$ cat src/rtl/wb_bridge_pkg.sv
// Shared types and constants for the picorv32 -> Wishbone B4 bridge.
package wb_bridge_pkg;

  typedef enum logic [1:0] {IDLE, REQ, BACKOFF, DONE} state_e;

  localparam logic [1:0] CAUSE_NONE = 2'd0;
  localparam logic [1:0] CAUSE_ERR  = 2'd1;
  localparam logic [1:0] CAUSE_RTY  = 2'd2;
  localparam logic [1:0] CAUSE_TMO  = 2'd3;

  localparam logic [31:0] ERR_RDATA_DEF = 32'hDEAD_BEEF;

endpackage

$ cat src/rtl/wb_bridge_timer.sv
// Loadable down-counter shared by the bus timeout and the retry back-off.
// tc_o is high while the count sits at zero; the count never wraps below it.
module wb_bridge_timer #(
  parameter int W = 4
) (
  input  logic         clk_i,
  input  logic         rst_i,
  input  logic         clr_i,
  input  logic         load_i,
  input  logic [W-1:0] load_val_i,
  input  logic         en_i,
  output logic         tc_o
);

  logic [W-1:0] cnt_q;

  always_ff @(posedge clk_i) begin
    if (rst_i || clr_i)            cnt_q <= '0;
    else if (load_i)               cnt_q <= load_val_i;
    else if (en_i && cnt_q != '0)  cnt_q <= cnt_q - 1'b1;
  end

  assign tc_o = (cnt_q == '0);

endmodule

$ cat src/rtl/picorv32_wb_bridge.sv
// picorv32 native memory port to Wishbone B4 classic single-access master with
// ERR/RTY handling, retry back-off, timeout and error capture. Optional
// counters enabled by defining WB_BRIDGE_STATS_EN.
module picorv32_wb_bridge
  import wb_bridge_pkg::*;
#(
  parameter int          ADDR_WIDTH     = 32,
  parameter int          DATA_WIDTH     = 32,
  parameter int          TIMEOUT_CYCLES = 1024,
  parameter int          MAX_RETRY      = 3,
  parameter int          RETRY_GAP      = 4,
  parameter logic [31:0] ERR_RDATA      = ERR_RDATA_DEF,
  localparam int         SEL_WIDTH      = DATA_WIDTH / 8
) (
  input  logic                  wb_clk_i,
  input  logic                  wb_rst_i,
  input  logic                  mem_valid,
  input  logic                  mem_instr,
  input  logic [ADDR_WIDTH-1:0] mem_addr,
  input  logic [DATA_WIDTH-1:0] mem_wdata,
  input  logic [SEL_WIDTH-1:0]  mem_wstrb,
  output logic                  mem_ready,
  output logic [DATA_WIDTH-1:0] mem_rdata,
  output logic [ADDR_WIDTH-1:0] wbm_adr_o,
  output logic [DATA_WIDTH-1:0] wbm_dat_o,
  input  logic [DATA_WIDTH-1:0] wbm_dat_i,
  output logic                  wbm_we_o,
  output logic [SEL_WIDTH-1:0]  wbm_sel_o,
  output logic                  wbm_stb_o,
  output logic                  wbm_cyc_o,
  input  logic                  wbm_ack_i,
  input  logic                  wbm_err_i,
  input  logic                  wbm_rty_i,
  output logic                  bus_err,
  output logic [1:0]            err_cause,
  output logic [ADDR_WIDTH-1:0] err_addr,
  output logic                  err_instr
`ifdef WB_BRIDGE_STATS_EN
  ,
  output logic [31:0]           stat_xfer_cnt,
  output logic [15:0]           stat_err_cnt
`endif
);

  localparam int TW0 = $clog2(TIMEOUT_CYCLES + 1);
  localparam int TW1 = $clog2(RETRY_GAP + 1);
  localparam int TW  = (TW0 > TW1) ? TW0 : TW1;
  localparam int RW  = (MAX_RETRY > 0) ? $clog2(MAX_RETRY + 1) : 1;
  // Loaded value N-1 means the Nth cycle is the one that sees tc.
  localparam logic [TW-1:0] TMO_LOAD = (TIMEOUT_CYCLES > 0) ? TW'(TIMEOUT_CYCLES - 1) : '0;
  localparam logic [TW-1:0] GAP_LOAD = TW'(RETRY_GAP - 1);
  localparam logic [DATA_WIDTH-1:0] ERR_D = DATA_WIDTH'(ERR_RDATA);

  state_e                state_q, state_d;
  logic [ADDR_WIDTH-1:0] addr_q, addr_d, eaddr_q, eaddr_d;
  logic [DATA_WIDTH-1:0] wdata_q, wdata_d, rdata_q, rdata_d;
  logic [SEL_WIDTH-1:0]  sel_q, sel_d;
  logic                  we_q, we_d, instr_q, instr_d, einstr_q, einstr_d;
  logic                  ready_q, ready_d, bus_err_q, bus_err_d;
  logic [1:0]            cause_q, cause_d, fail_cause;
  logic [RW-1:0]         rcnt_q, rcnt_d;
  logic                  fail;
  logic                  tmr_clr, tmr_load, tmr_en, tmr_tc;
  logic [TW-1:0]         tmr_load_val;

  wb_bridge_timer #(.W(TW)) u_timer (
    .clk_i      (wb_clk_i),
    .rst_i      (wb_rst_i),
    .clr_i      (tmr_clr),
    .load_i     (tmr_load),
    .load_val_i (tmr_load_val),
    .en_i       (tmr_en),
    .tc_o       (tmr_tc)
  );

  always_comb begin
    state_d      = state_q;
    addr_d       = addr_q;
    wdata_d      = wdata_q;
    sel_d        = sel_q;
    we_d         = we_q;
    instr_d      = instr_q;
    rcnt_d       = rcnt_q;
    rdata_d      = rdata_q;
    ready_d      = 1'b0;
    bus_err_d    = 1'b0;
    cause_d      = cause_q;
    eaddr_d      = eaddr_q;
    einstr_d     = einstr_q;
    tmr_clr      = 1'b0;
    tmr_load     = 1'b0;
    tmr_load_val = TMO_LOAD;
    tmr_en       = 1'b0;
    fail         = 1'b0;
    fail_cause   = CAUSE_NONE;
    unique case (state_q)
      IDLE: if (mem_valid) begin
        addr_d   = mem_addr;
        wdata_d  = mem_wdata;
        we_d     = |mem_wstrb;
        sel_d    = (|mem_wstrb) ? mem_wstrb : '1;
        instr_d  = mem_instr;
        rcnt_d   = '0;
        tmr_load = 1'b1;
        state_d  = REQ;
      end
      REQ: begin
        if (wbm_ack_i) begin
          rdata_d = we_q ? '0 : wbm_dat_i;
          ready_d = 1'b1;
          state_d = DONE;
        end else if (wbm_err_i) begin
          fail       = 1'b1;
          fail_cause = CAUSE_ERR;
        end else if (wbm_rty_i) begin
          if (rcnt_q < RW'(MAX_RETRY)) begin
            rcnt_d       = rcnt_q + 1'b1;
            tmr_load     = 1'b1;
            tmr_load_val = GAP_LOAD;
            state_d      = BACKOFF;
          end else begin
            fail       = 1'b1;
            fail_cause = CAUSE_RTY;
          end
        end else if (TIMEOUT_CYCLES != 0 && tmr_tc) begin
          fail       = 1'b1;
          fail_cause = CAUSE_TMO;
        end else begin
          tmr_en = 1'b1;
        end
      end
      BACKOFF: begin
        if (tmr_tc) begin
          tmr_load = 1'b1;
          state_d  = REQ;
        end else begin
          tmr_en = 1'b1;
        end
      end
      DONE: begin
        tmr_clr = 1'b1;
        state_d = IDLE;
      end
      default: state_d = IDLE;
    endcase
    // All failure causes complete the access the same way.
    if (fail) begin
      rdata_d   = ERR_D;
      ready_d   = 1'b1;
      bus_err_d = 1'b1;
      cause_d   = fail_cause;
      eaddr_d   = addr_q;
      einstr_d  = instr_q;
      state_d   = DONE;
    end
  end

  always_ff @(posedge wb_clk_i) begin
    if (wb_rst_i) begin
      state_q   <= IDLE;
      addr_q    <= '0;
      wdata_q   <= '0;
      sel_q     <= '0;
      we_q      <= 1'b0;
      instr_q   <= 1'b0;
      rcnt_q    <= '0;
      rdata_q   <= '0;
      ready_q   <= 1'b0;
      bus_err_q <= 1'b0;
      cause_q   <= CAUSE_NONE;
      eaddr_q   <= '0;
      einstr_q  <= 1'b0;
    end else begin
      state_q   <= state_d;
      addr_q    <= addr_d;
      wdata_q   <= wdata_d;
      sel_q     <= sel_d;
      we_q      <= we_d;
      instr_q   <= instr_d;
      rcnt_q    <= rcnt_d;
      rdata_q   <= rdata_d;
      ready_q   <= ready_d;
      bus_err_q <= bus_err_d;
      cause_q   <= cause_d;
      eaddr_q   <= eaddr_d;
      einstr_q  <= einstr_d;
    end
  end

  assign wbm_cyc_o = (state_q == REQ);
  assign wbm_stb_o = (state_q == REQ);
  assign wbm_we_o  = we_q && (state_q == REQ);
  assign wbm_adr_o = addr_q;
  assign wbm_dat_o = wdata_q;
  assign wbm_sel_o = sel_q;
  assign mem_ready = ready_q;
  assign mem_rdata = rdata_q;
  assign bus_err   = bus_err_q;
  assign err_cause = cause_q;
  assign err_addr  = eaddr_q;
  assign err_instr = einstr_q;

`ifdef WB_BRIDGE_STATS_EN
  logic [31:0] xfer_q;
  logic [15:0] errc_q;

  always_ff @(posedge wb_clk_i) begin
    if (wb_rst_i) begin
      xfer_q <= '0;
      errc_q <= '0;
    end else begin
      if (ready_q && !(&xfer_q))   xfer_q <= xfer_q + 1'b1;
      if (bus_err_q && !(&errc_q)) errc_q <= errc_q + 1'b1;
    end
  end

  assign stat_xfer_cnt = xfer_q;
  assign stat_err_cnt  = errc_q;
`endif

endmodule
$ cat config.mk
export PLATFORM = sky130hd
export DESIGN_NAME = picorv32_wb_bridge
export DESIGN_NICKNAME = d
export VERILOG_FILES = /design/src/rtl/wb_bridge_pkg.sv /design/src/rtl/wb_bridge_timer.sv /design/src/rtl/picorv32_wb_bridge.sv
export SDC_FILE = /design/constraint.sdc
export NUM_CORES = 1
export LEC_CHECK = 0
export ABC_AREA = 1
export BUFFER_PORTS_ARGS = -buffer_cell sky130_fd_sc_hd__buf_2
export CORE_AREA = 2 2 116 118
export DETAILED_ROUTE_END_ITERATION = 6
export DIE_AREA = 0 0 118 120
export PLACE_DENSITY = 0.81
export SLEW_MARGIN = 20
export SYNTH_ARGS = -nofsm -noshare
export SYNTH_HDL_FRONTEND = slang
export SYNTH_SLANG_ARGS = --single-unit
$ cat constraint.sdc
create_clock -name wb_clk_i -period 2.04 [get_ports wb_clk_i]
set_input_delay 0 -clock wb_clk_i [delete_from_list [all_inputs] [get_ports wb_clk_i]]
set_output_delay 0 -clock wb_clk_i [all_outputs]
set_load 0.005 [all_outputs]
# [After elaboration in Yosys (flattened, before gate mapping)]
# Index checks and enable logic that the tools add are counted.
[op_classes] add_sub_neg=2 magnitude_cmp=1 n_eq_ne=13 muxes=54 n_reduce_logical=17
[op_table] op="32-bit 2-to-1 mux" n=4
[op_table] op="10-bit 2-to-1 mux" n=5
[op_table] op="2-bit 2-to-1 mux" n=18
[op_table] op="11-bit 2-to-1 mux" n=2
[op_table] op="1-bit 2-to-1 mux" n=20
[op_table] op="11-bit zero test" n=1
[op_table] op="11-bit nonzero test" n=1
[op_table] op="11-bit by 1-bit subtractor with 11-bit output (second input constant)" n=1
[op_table] op="4-bit by 1-bit inequality test with 1-bit output (second input constant)" n=2
[op_table] op="2-bit one-hot mux with 4 select lines" n=1
[op_table] op="2-bit nonzero test" n=4
[op_table] op="2-bit inequality test (second input constant)" n=3
[op_table] op="3-bit inequality test (second input constant)" n=2
[op_table] op="2-bit AND reduction" n=3
[op_table] op="6-bit AND reduction" n=1
[op_table] op="5-bit AND reduction" n=1
[op_table] op="2-bit == test (second input constant)" n=2
[op_table] op="4-bit 2-to-1 mux" n=1
[op_table] op="2-bit by 1-bit inequality test with 1-bit output (second input constant)" n=2
[op_table] op="4-bit by 3-bit inequality test with 1-bit output (second input constant)" n=1
[op_table] op="2-bit one-hot mux with 2 select lines" n=1
[op_table] op="4-bit OR reduction" n=1
[op_table] op="1-bit one-hot mux with 3 select lines" n=1
[op_table] op="2-bit by 1-bit adder with 2-bit output (second input constant)" n=1
[op_table] op="other kinds (7)" n=8
[totals] regBits=154 in_bits=107 output_inout_bits=140

# [Depth between registers and ports, before layout]
# Gate-level depths: netlist of run 1.
[depth] word_depth=9 depth_mapped=13 mapped_depth_nobuf=13

# [By module]
# From an unflattened synthesis of run 1, not the netlist that was laid out.
[unflattened] cells_unflattened=814 hier_area_um2=6226.0
[modules_own_cells] mod="picorv32_wb_bridge" instances=1 cells_each=688 area_per_inst_um2=5469.0 seq_area_each_um2=2862.7
[modules_own_cells] mod="wb_bridge_timer" instances=1 cells_each=126 area_per_inst_um2=757.0 seq_area_each_um2=220.2

# [Worst setup path before layout of run 1]
# Ideal clock, no wire load.
[synth_path] kind="register to register" start="register state_q[1]" end="register u_timer.cnt_q[7]" arrival_ns=1.672 required_time_ns=1.923 slack_ns=0.251 path_stages_with_launch=14 path_buffers=1 period_less_slack_ns=1.789 path_cell_list="dfxtp_1 > inv_1 > ha_1 > inv_2 > nor2_8 > nand2_4 > nor2_4 > nor2_2 > nand2_1 > nand2_2 > nand2_2 > buf_6 > o21ai_0 > nor2_1"
[synth_via] elab_chain_len=4 word_cells_on_any_way=12
[synth_lines] element="start: declaration" line="picorv32_wb_bridge.sv:54" source="state_e state_q, state_d;"
[synth_lines] element="start signal: assignment" line="picorv32_wb_bridge.sv:174" source="state_q <= state_d;"
[synth_lines] element="2-bit by 1-bit == test with 1-bit output (*)"
[synth_lines] element="named net wbm_cyc_o" line="picorv32_wb_bridge.sv:30" source="output logic wbm_cyc_o,"
[synth_lines] element="1-bit one-hot mux with 2 select lines" line="picorv32_wb_bridge.sv:96" source="unique case (state_q)"
[synth_lines] element="1-bit logical AND" line="wb_bridge_timer.sv:20" source="else if (en_i && cnt_q != '0) cnt_q <= cnt_q - 1'b1;"
[synth_lines] element="2-bit nonzero test (no source line)"
[synth_lines] element="end signal: assignment" line="wb_bridge_timer.sv:19" source="else if (load_i) cnt_q <= load_val_i;"
[synth_lines] element="end signal: assignment" line="wb_bridge_timer.sv:20"
[synth_lines] element="end: declaration" line="wb_bridge_timer.sv:15" source="logic [W-1:0] cnt_q;"
# The timed path passes the listed nets; every way through them passes the cells marked *.
# A chain may end at the register's enable or synchronous reset.

# [Worst setup path after layout of run 1]
[layout_path] start="register u_timer.cnt_q[1]" end="register u_timer.cnt_q[9]"
[layout_via] elab_chain_len=8 word_cells_on_any_way=14
[layout_lines] element="11-bit zero test" line="wb_bridge_timer.sv:23" source="assign tc_o = (cnt_q == '0);"
[layout_lines] element="1-bit 2-to-1 mux" line="picorv32_wb_bridge.sv:125, picorv32_wb_bridge.sv:133"
[layout_lines] element="1-bit 2-to-1 mux" line="picorv32_wb_bridge.sv:115" source="end else if (wbm_rty_i) begin"
[layout_lines] element="1-bit 2-to-1 mux" line="picorv32_wb_bridge.sv:112" source="end else if (wbm_err_i) begin"
[layout_lines] element="1-bit 2-to-1 mux" line="picorv32_wb_bridge.sv:108" source="if (wbm_ack_i) begin"
[layout_lines] element="1-bit one-hot mux with 2 select lines" line="picorv32_wb_bridge.sv:96"
[layout_lines] element="1-bit logical AND" line="wb_bridge_timer.sv:20"
[layout_lines] element="2-bit nonzero test (no source line)"
# Parallel ways exist; a longest one is shown, timed or not. The select of a mux whose other input is x is not followed.

==> results of run 1 <==
metrics by stage:
step | utilization, % | area [µm²] | setup slack, ns | TNS (ns) | instances
global route | 70.0 | 9080 | -0.0555 | -0.668 | 1296
finish | 70.0 | 9080 | 0.135 | 0 | 1296
floorplan | - | 6030 | 0.251 | 0 | 776
detailed placement | 57.2 | 7430 | 0.113 | 0 | 1160
CTS | 69.7 | 9050 | 0.0554 | 0 | 1296
global placement | 57.2 | 7430 | 0.161 | 0 | 1160
per-layer routing:
layer  up-vias  track usage (%)  share of wire [%]
li1       3219                -                  -
met1      3106             28.7                 39
met2       282             48.3                 51
met3        62             8.37                6.5
met4         0             14.0                3.4
met5         -                0                  0
final timing paths:
check	end	slack, ns	cells past startpoint
setup reg to reg	u_timer.cnt_q[9]	0.13	11
setup / recovery	u_timer.cnt_q[9]	0.13	11
hold / removal	err_cause[1]	0.10	6
hold reg to reg	instr_q	0.46	2
cell usage in the layout (no fill, tap or decap), types with 2 or more instances in the layout:
master         Yosys  final
clkbuf_16          0     17
nor2_2             2      3
a22oi_1            8      8
nor2_1           133    132
nand2_4            3      4
nand3_1           41     41
buf_4              4      9
clkbuf_8           0      2
nand4_1           24     24
nand2_1           80     78
dlygate4sd3_1      0    104
inv_2              5      5
inv_1             60     59
buf_12             0      4
o21ai_0          112    111
o221ai_1           4      4
dfxtp_1          154    154
xor2_1             3      3
buf_2              5    246
clkinv_2           0      2
inv_6              0      5
ha_1               7      7
nand2_2            6      6
clkinvlp_4         0      3
clkinv_4           0      2
a21oi_1           67     67
power breakdown:
part	switching, mW	internal, mW
combinational	2.20	1.54
clock	1.33	1.77
sequential	0.414	3.72
total	3.94	7.03
state kept, by name, indices dropped and copies added, names as in the netlist:
| register | cells |
|---|---|
| mem_rdata | 32 |
| wbm_dat_o | 32 |
| err_addr | 32 |
| err_cause | 2 |
| err_instr | 1 |
| bus_err | 1 |
| rcnt_q | 2 |
| u_timer.cnt_q | 11 |
| wbm_adr_o | 32 |
| instr_q | 1 |
| state_q | 2 |
| wbm_sel_o | 4 |
| we_q | 1 |
| mem_ready | 1 |
worst reg2reg max path, stage by stage, from the launching register on:
cell     delay (ns)
dfxtp_1        0.33
inv_1          0.06
ha_1           0.20
nand3_1        0.12
nor2_2         0.21
nand3_1        0.18
nand2_1        0.14
nand2_2        0.10
nand2_4        0.15
nand2_2        0.14
nor2_1         0.13
nor2_1         0.05
cell type report:
| type | count | area (µm²) |
|---|---|---|
| fillers | 961 | 3900 |
| repair buffers | 365 | 2450 |
| clock inverters | 13 | 130 |
| well taps | 176 | 220 |
| flip-flops and latches | 154 | 3080 |
| inverters | 65 | 245 |
| multi-input cells | 504 | 2510 |
| clock buffers | 19 | 453 |
what timing repair did:
action | 4_1_cts | 5_1_grt
setup buffers | 0 | 0
hold buffers | 104 | 0
setup endpoints to repair | 0 | 49
endpoints found under the hold margin | 106 | 0
gates resized for setup | 0 | 8
cells by family (layout without fill, tap and decap cells):
kind of cell	count (synthesis)	count (layout)
flops	154	154
xor+xnor	4	4
compound gates	198	198
simple gates	295	295
buf+inv	118	462
fa+ha+maj	7	7
cell usage after synthesis (6+ instances only):
| library cell | instances |
|---|---|
| a21oi_1 | 67 |
| dfxtp_1 | 154 |
| inv_1 | 60 |
| a22oi_1 | 8 |
| clkbuf_1 | 34 |
| nand2_2 | 6 |
| nor2_1 | 133 |
| o21ai_0 | 112 |
| nand3_1 | 41 |
| nand2_1 | 80 |
| ha_1 | 7 |
| buf_1 | 9 |
| nand4_1 | 24 |
==> key figures, run 1 <==
Floorplanning
  – Io pins: 247
  – Core Area: 13000 µm²
  – Die area: 14200 µm²
  – Row Count: 42
  – Starting Density: between 40% and 50%
  – Die span in x: between 100 and 150 µm
  – Die height: roughly 120 µm

Worst setup path
  – CP peak stage delay: 0.33 ns
  – CP max stage cell: dfxtp_1
  – Worst-path fanout max: 11
  – Buffers and inverters on the worst path: 1
  – Worst-path cell chain: inv_1, ha_1, nand3_1, nor2_2, nand3_1, nand2_1, nand2_2, nand2_4, nand2_2, nor2_1, nor2_1
  – Beginning of the critical path: u_timer.cnt_q[1]
  – Critical path endpoint category: register
  – RR Startpoint: u_timer.cnt_q[1]
  – CP delay by family, top: simple AND/OR/NAND/NOR gates
  – CP Class: reg -> reg
  – Critical path data required time: 2.36 ns
  – Kind of start point of the critical path: register
  – CP Data Arrival Time: 2.22 ns

Synthesis
  – Synth warn: 0
  – Synthesized area: 6030 µm²
  – Gate Count Post-Synth: ~780
  – Async SR Flop Fraction: 0%
  – Synth Register Bits: 154
  – Mean Syn Cell Area: 7.78 µm²
  – Post-Synth Adder-Cell Area: 1.45%
  – Top cell type's share of synthesized area: between 50 and 60%
  – Post-Synth XOR/XNOR Area: 0.581%
  – Syn Nets: 890
  – Yosys cell types: 35
  – Post-synth EDFFs: 0
  – Post-synthesis compound-gate area fraction: 17.5%
  – Largest family of logic cells by synthesized area: simple AND/OR/NAND/NOR gates
  – Synth top area cells: dfxtp_1 51%, o21ai_0 9.3%, nor2_1 8.3%, a21oi_1 5.6%, nand2_1 5.0%
  – Dominant register cell in the synthesized netlist: dfxtp_1
  – Sequential element share of the synthesized area: about half
  – Synth Area in Simple Gates: 21.6%
  – Post-synth top area cell: dfxtp_1
  – Mux contribution to synthesized area: 0%

Power
  – Maximum vdd ir drop: 0.000870 V
  – PwrDens: 1210 nW/µm²
  – Power Total: 11.0 mW
  – LEAKAGE: 4.35 nW

Clock network
  – Worst-path clk slew: 0.07 ns
  – CTS Buffer Depth: 2
  – Num CTS Buffers: 17
  – Clk Tree Root Cell: clkbuf_16
  – Clock latency on the worst-skew pair: 0.42 ns
  – TritonCTS clock tree: done
  – CTS sink cnt: 154
  – H-tree levels: 4

Routing
  – Initial DRC count: about 510
  – Antenna-violating nets left: 0
  – Vias per inst: 5.15
  – Final WL: 19700 µm
  – Vias: 6669
  – Routed length per placed instance: 15.2 µm
  – First drt pass iteration count: 5
  – DRC: 0

Finish
  – Fraction of layout instances using a drive strength above 1: 28.5%
  – Antenna diode count: 0
  – Area Growth Syn to Fin: 50.5%
  – Nets@finish: 1221

Timing
  – Hold slack: ~0.10 ns
  – Rel. slew slack: 68.7%
  – Actual slew at the worst max-slew pin: 0.469 ns
  – Setup Viol. Count Final: 0
  – Fmax: 525 MHz
  – Skew final: approximately 0.011 ns
  – RSZ-0062 raised after global routing: true
  – Hold Violations, Final: 0
  – Crit share post-route: a little over 90%
  – Max-slew violation count: 0
  – Post-route minimum period: 1.91 ns

Global routing
  – Vias in the first global route: roughly 6400
  – Global-route usage over all layers: a little over a quarter
  – Global-route wire length before repair: 30700 µm
  – Largest net degree at the start of global routing: 99
  – Overflow after GRT: 0
  – Antenna violations before repair: 0

Flow run
  – Max Cap Viol: 0

Status
  – Status: finished clean

Min path
  – Min-Delay Path Class: in -> reg
  – Hold wc startpoint: wbm_ack_i

Placed design
  – I/O Buffers: 246
  – Post-DP HPWL: ~11000 µm
  – RD Place Congestion: 0.855
No activity file was read; power rests on OpenSTA's default activity.
==> inputs of run 2 (changes only) <==
- BUFFER_PORTS_ARGS: -buffer_cell sky130_fd_sc_hd__buf_2 -> default
- CORE_AREA: 2 2 116 118 -> 2 2 108 110
- DIE_AREA: 0 0 118 120 -> 0 0 110 112
- DONT_BUFFER_PORTS: default -> 1
- GPL_TIMING_DRIVEN: default -> 1
- PLACE_DENSITY: 0.81 -> 0.73
==> run 2 against run 1 <==
Against the previous run:
- die area shrank 13%
- power shrank 5.8%
- clock power down 4%
- core utilization rose by 0.21 points
- wire length is 10% lower
- register-to-register slack worse by 0.05 ns
- global-route usage up 0.65 points
- flip-flop and latch count unchanged
- design area is 14% lower
- via count down 12%
- non-clock buffer count fell by 240
==> key figures, run 2 (synthesis results as in run 1) <==
Clock network
  – CTS sink cnt: 154 (unchanged)
  – CTS Buffer Depth: 2 (unchanged)
  – Worst-path clk slew: 0.06 ns (about the same)
  – H-tree levels: 4 (unchanged)
  – Num CTS Buffers: 17 (unchanged)
  – TritonCTS clock tree: done
  – Clock latency on the worst-skew pair: 0.41 ns (about the same)
  – Clk Tree Root Cell: clkbuf_16

Floorplanning
  – Core Area: 11200 µm² (-14%)
  – Die span in x: 110 µm (-6.8%)
  – Die height: 112 µm (-6.7%)
  – Starting Density: 54.0% (+7.5 points)
  – Row Count: 39 (-7.1%)
  – Die area: 12300 µm² (-13%)
  – Io pins: 247 (unchanged)

Worst setup path
  – Critical path data required time: 2.35 ns (about the same)
  – CP Class: reg -> reg
  – Critical path endpoint category: register
  – CP Data Arrival Time: 2.26 ns (+0.04 ns)
  – Kind of start point of the critical path: register
  – Worst-path fanout max: 8 (-3)

Power
  – Maximum vdd ir drop: 0.000714 V (-18%)
  – Power Total: 10.3 mW (-5.8%)
  – LEAKAGE: 3.22 nW (-26%)
  – PwrDens: 1320 nW/µm² (+9.1%)

Finish
  – Area Growth Syn to Fin: 30.0%
  – Most frequent cells in the layout: 153 x dfxtp_1, 132 x nor2_1, 109 x o21ai_0, 107 x dlygate4sd3_1, 78 x nand2_1
  – Fraction of layout instances using a drive strength above 1: 8.53% (-20 points)
  – Most common cell after layout, fill and taps aside: dfxtp_1
  – Antenna diode count: 0 (unchanged)
  – Fin cells: 1022 (-21%)
  – Post-layout instance area: 7840 µm² (-14%)
  – Nets@finish: 983 (-19%)

Timing
  – Skew final: 0.00753 ns (-0.00396 ns)
  – Setup Viol. Count Final: 0 (unchanged)
  – Rel. slew slack: 58.3% (-10 points)
  – Fmax: 510 MHz (-2.8%)
  – Actual slew at the worst max-slew pin: 0.619 ns (+0.150 ns)
  – Crit share post-route: 96.0% (+2.7 points)
  – Post-route minimum period: 1.96 ns (+0.0541 ns)
  – Hold Violations, Final: 0 (unchanged)
  – Final TNS setup: 0 ns (unchanged)
  – Max-slew violation count: 0 (unchanged)

Routing
  – Initial DRC count: 551 (+8.7%)
  – First drt pass iteration count: 6 (+1)
  – Vias: 5855 (-12%)
  – Routed length per placed instance: 17.3 µm (+14%)
  – Antenna-violating nets left: 0 (unchanged)
  – Vias per inst: 5.73 (+11%)
  – Final WL: 17700 µm (-10%)
  – DRC: 0 (unchanged)

Min path
  – Min-Delay Path Class: in -> reg

Flow run
  – Max Cap Viol: 0 (unchanged)

Global routing
  – Vias in the first global route: 5635 (-12%)
  – Largest net degree at the start of global routing: 99 (unchanged)
  – Overflow after GRT: 0 (unchanged)
  – Antenna violations before repair: 0 (unchanged)
  – Global-route usage over all layers: 27.7% (+0.65 points)
  – Global-route wire length before repair: 27000 µm (-12%)

Placed design
  – RD Place Congestion: 0.904 (+5.7%)
  – I/O Buffers: 0 (-100%)
  – Area of placed instances: 6130 µm² (-17%)
  – Inst Count DP: 881 (-24%)
  – Post-DP HPWL: 10500 µm (-3.1%)

Status
  – Status: finished clean
-- run 2: worst max-delay path: stages (launching register included) --
cell	delay [ns]
dfxtp_2	0.34
inv_1	0.10
ha_1	0.19
inv_2	0.08
nor2_8	0.18
nand2_4	0.09
inv_1	0.09
nand3_1	0.13
nand2_1	0.11
nand2_2	0.12
nand2_4	0.15
nand2_4	0.10
nor2_1	0.11
nor2_1	0.04
-- run 2: metal layers --
layer / wire length (µm) / global-route usage (%) / part of all wire (%)
met1: 6460 / 28.8 / 37
met2: 8840 / 47.1 / 50
met3: 1680 / 10.5 / 9.5
met4: 682 / 15.4 / 3.9
met5: 0 / 0 / 0
-- run 2: layout make-up --
cell class / instances / area, µm²
Fill cell: 806 / 3330
Sequential cell: 154 / 3080
Clock buffer: 21 / 450
Inverter: 65 / 245
Clock inverter: 8 / 98.8
Tap cell: 143 / 179
Timing Repair Buffer: 125 / 1240
Multi-Input combinational cell: 506 / 2550
-- run 2: stage by stage --
stage | worst slack (ns) | hold slack, ns | util [%]
after floorplan | 0.251 | 0.0691 | -
after global placement | 0.102 | 0.0747 | 54.9
after detailed placement | 0.00315 | 0.0766 | 54.9
after CTS | 0.00247 | 0.00702 | 69.5
after global routing | -0.0485 | 0.0400 | 70.2
final | 0.0808 | 0.0213 | 70.2
-- run 2: what timing repair did --
| item | 4_1_cts | 5_1_grt |
|---|---|---|
| gates cloned | 0 | 2 |
| endpoints found under the hold margin | 116 | 0 |
| gates resized for setup | 1 | 15 |
| endpoints found under the setup margin | 1 | 74 |
| hold buffers | 108 | 0 |
| pin swaps | 0 | 3 |
| buffers inserted | 0 | 2 |
-- run 2: final timing paths --
kind,startpoint,to,slack [ns],cells past startpoint
hold / removal,wbm_ack_i,mem_rdata[9],0.02,4
hold reg to reg,instr_q,instr_q,0.47,2
setup / recovery,state_q[1],u_timer.cnt_q[9],0.08,13
setup reg to reg,state_q[1],u_timer.cnt_q[9],0.08,13
-- run 2: where the power goes --
| part | leakage [nW] | internal (mW) | switching (mW) |
|---|---|---|---|
| registers | 1.26 | 3.73 | 0.613 |
| logic | 1.69 | 1.11 | 1.92 |
| clock network | 0.265 | 1.81 | 1.17 |
| total | 3.22 | 6.64 | 3.70 |
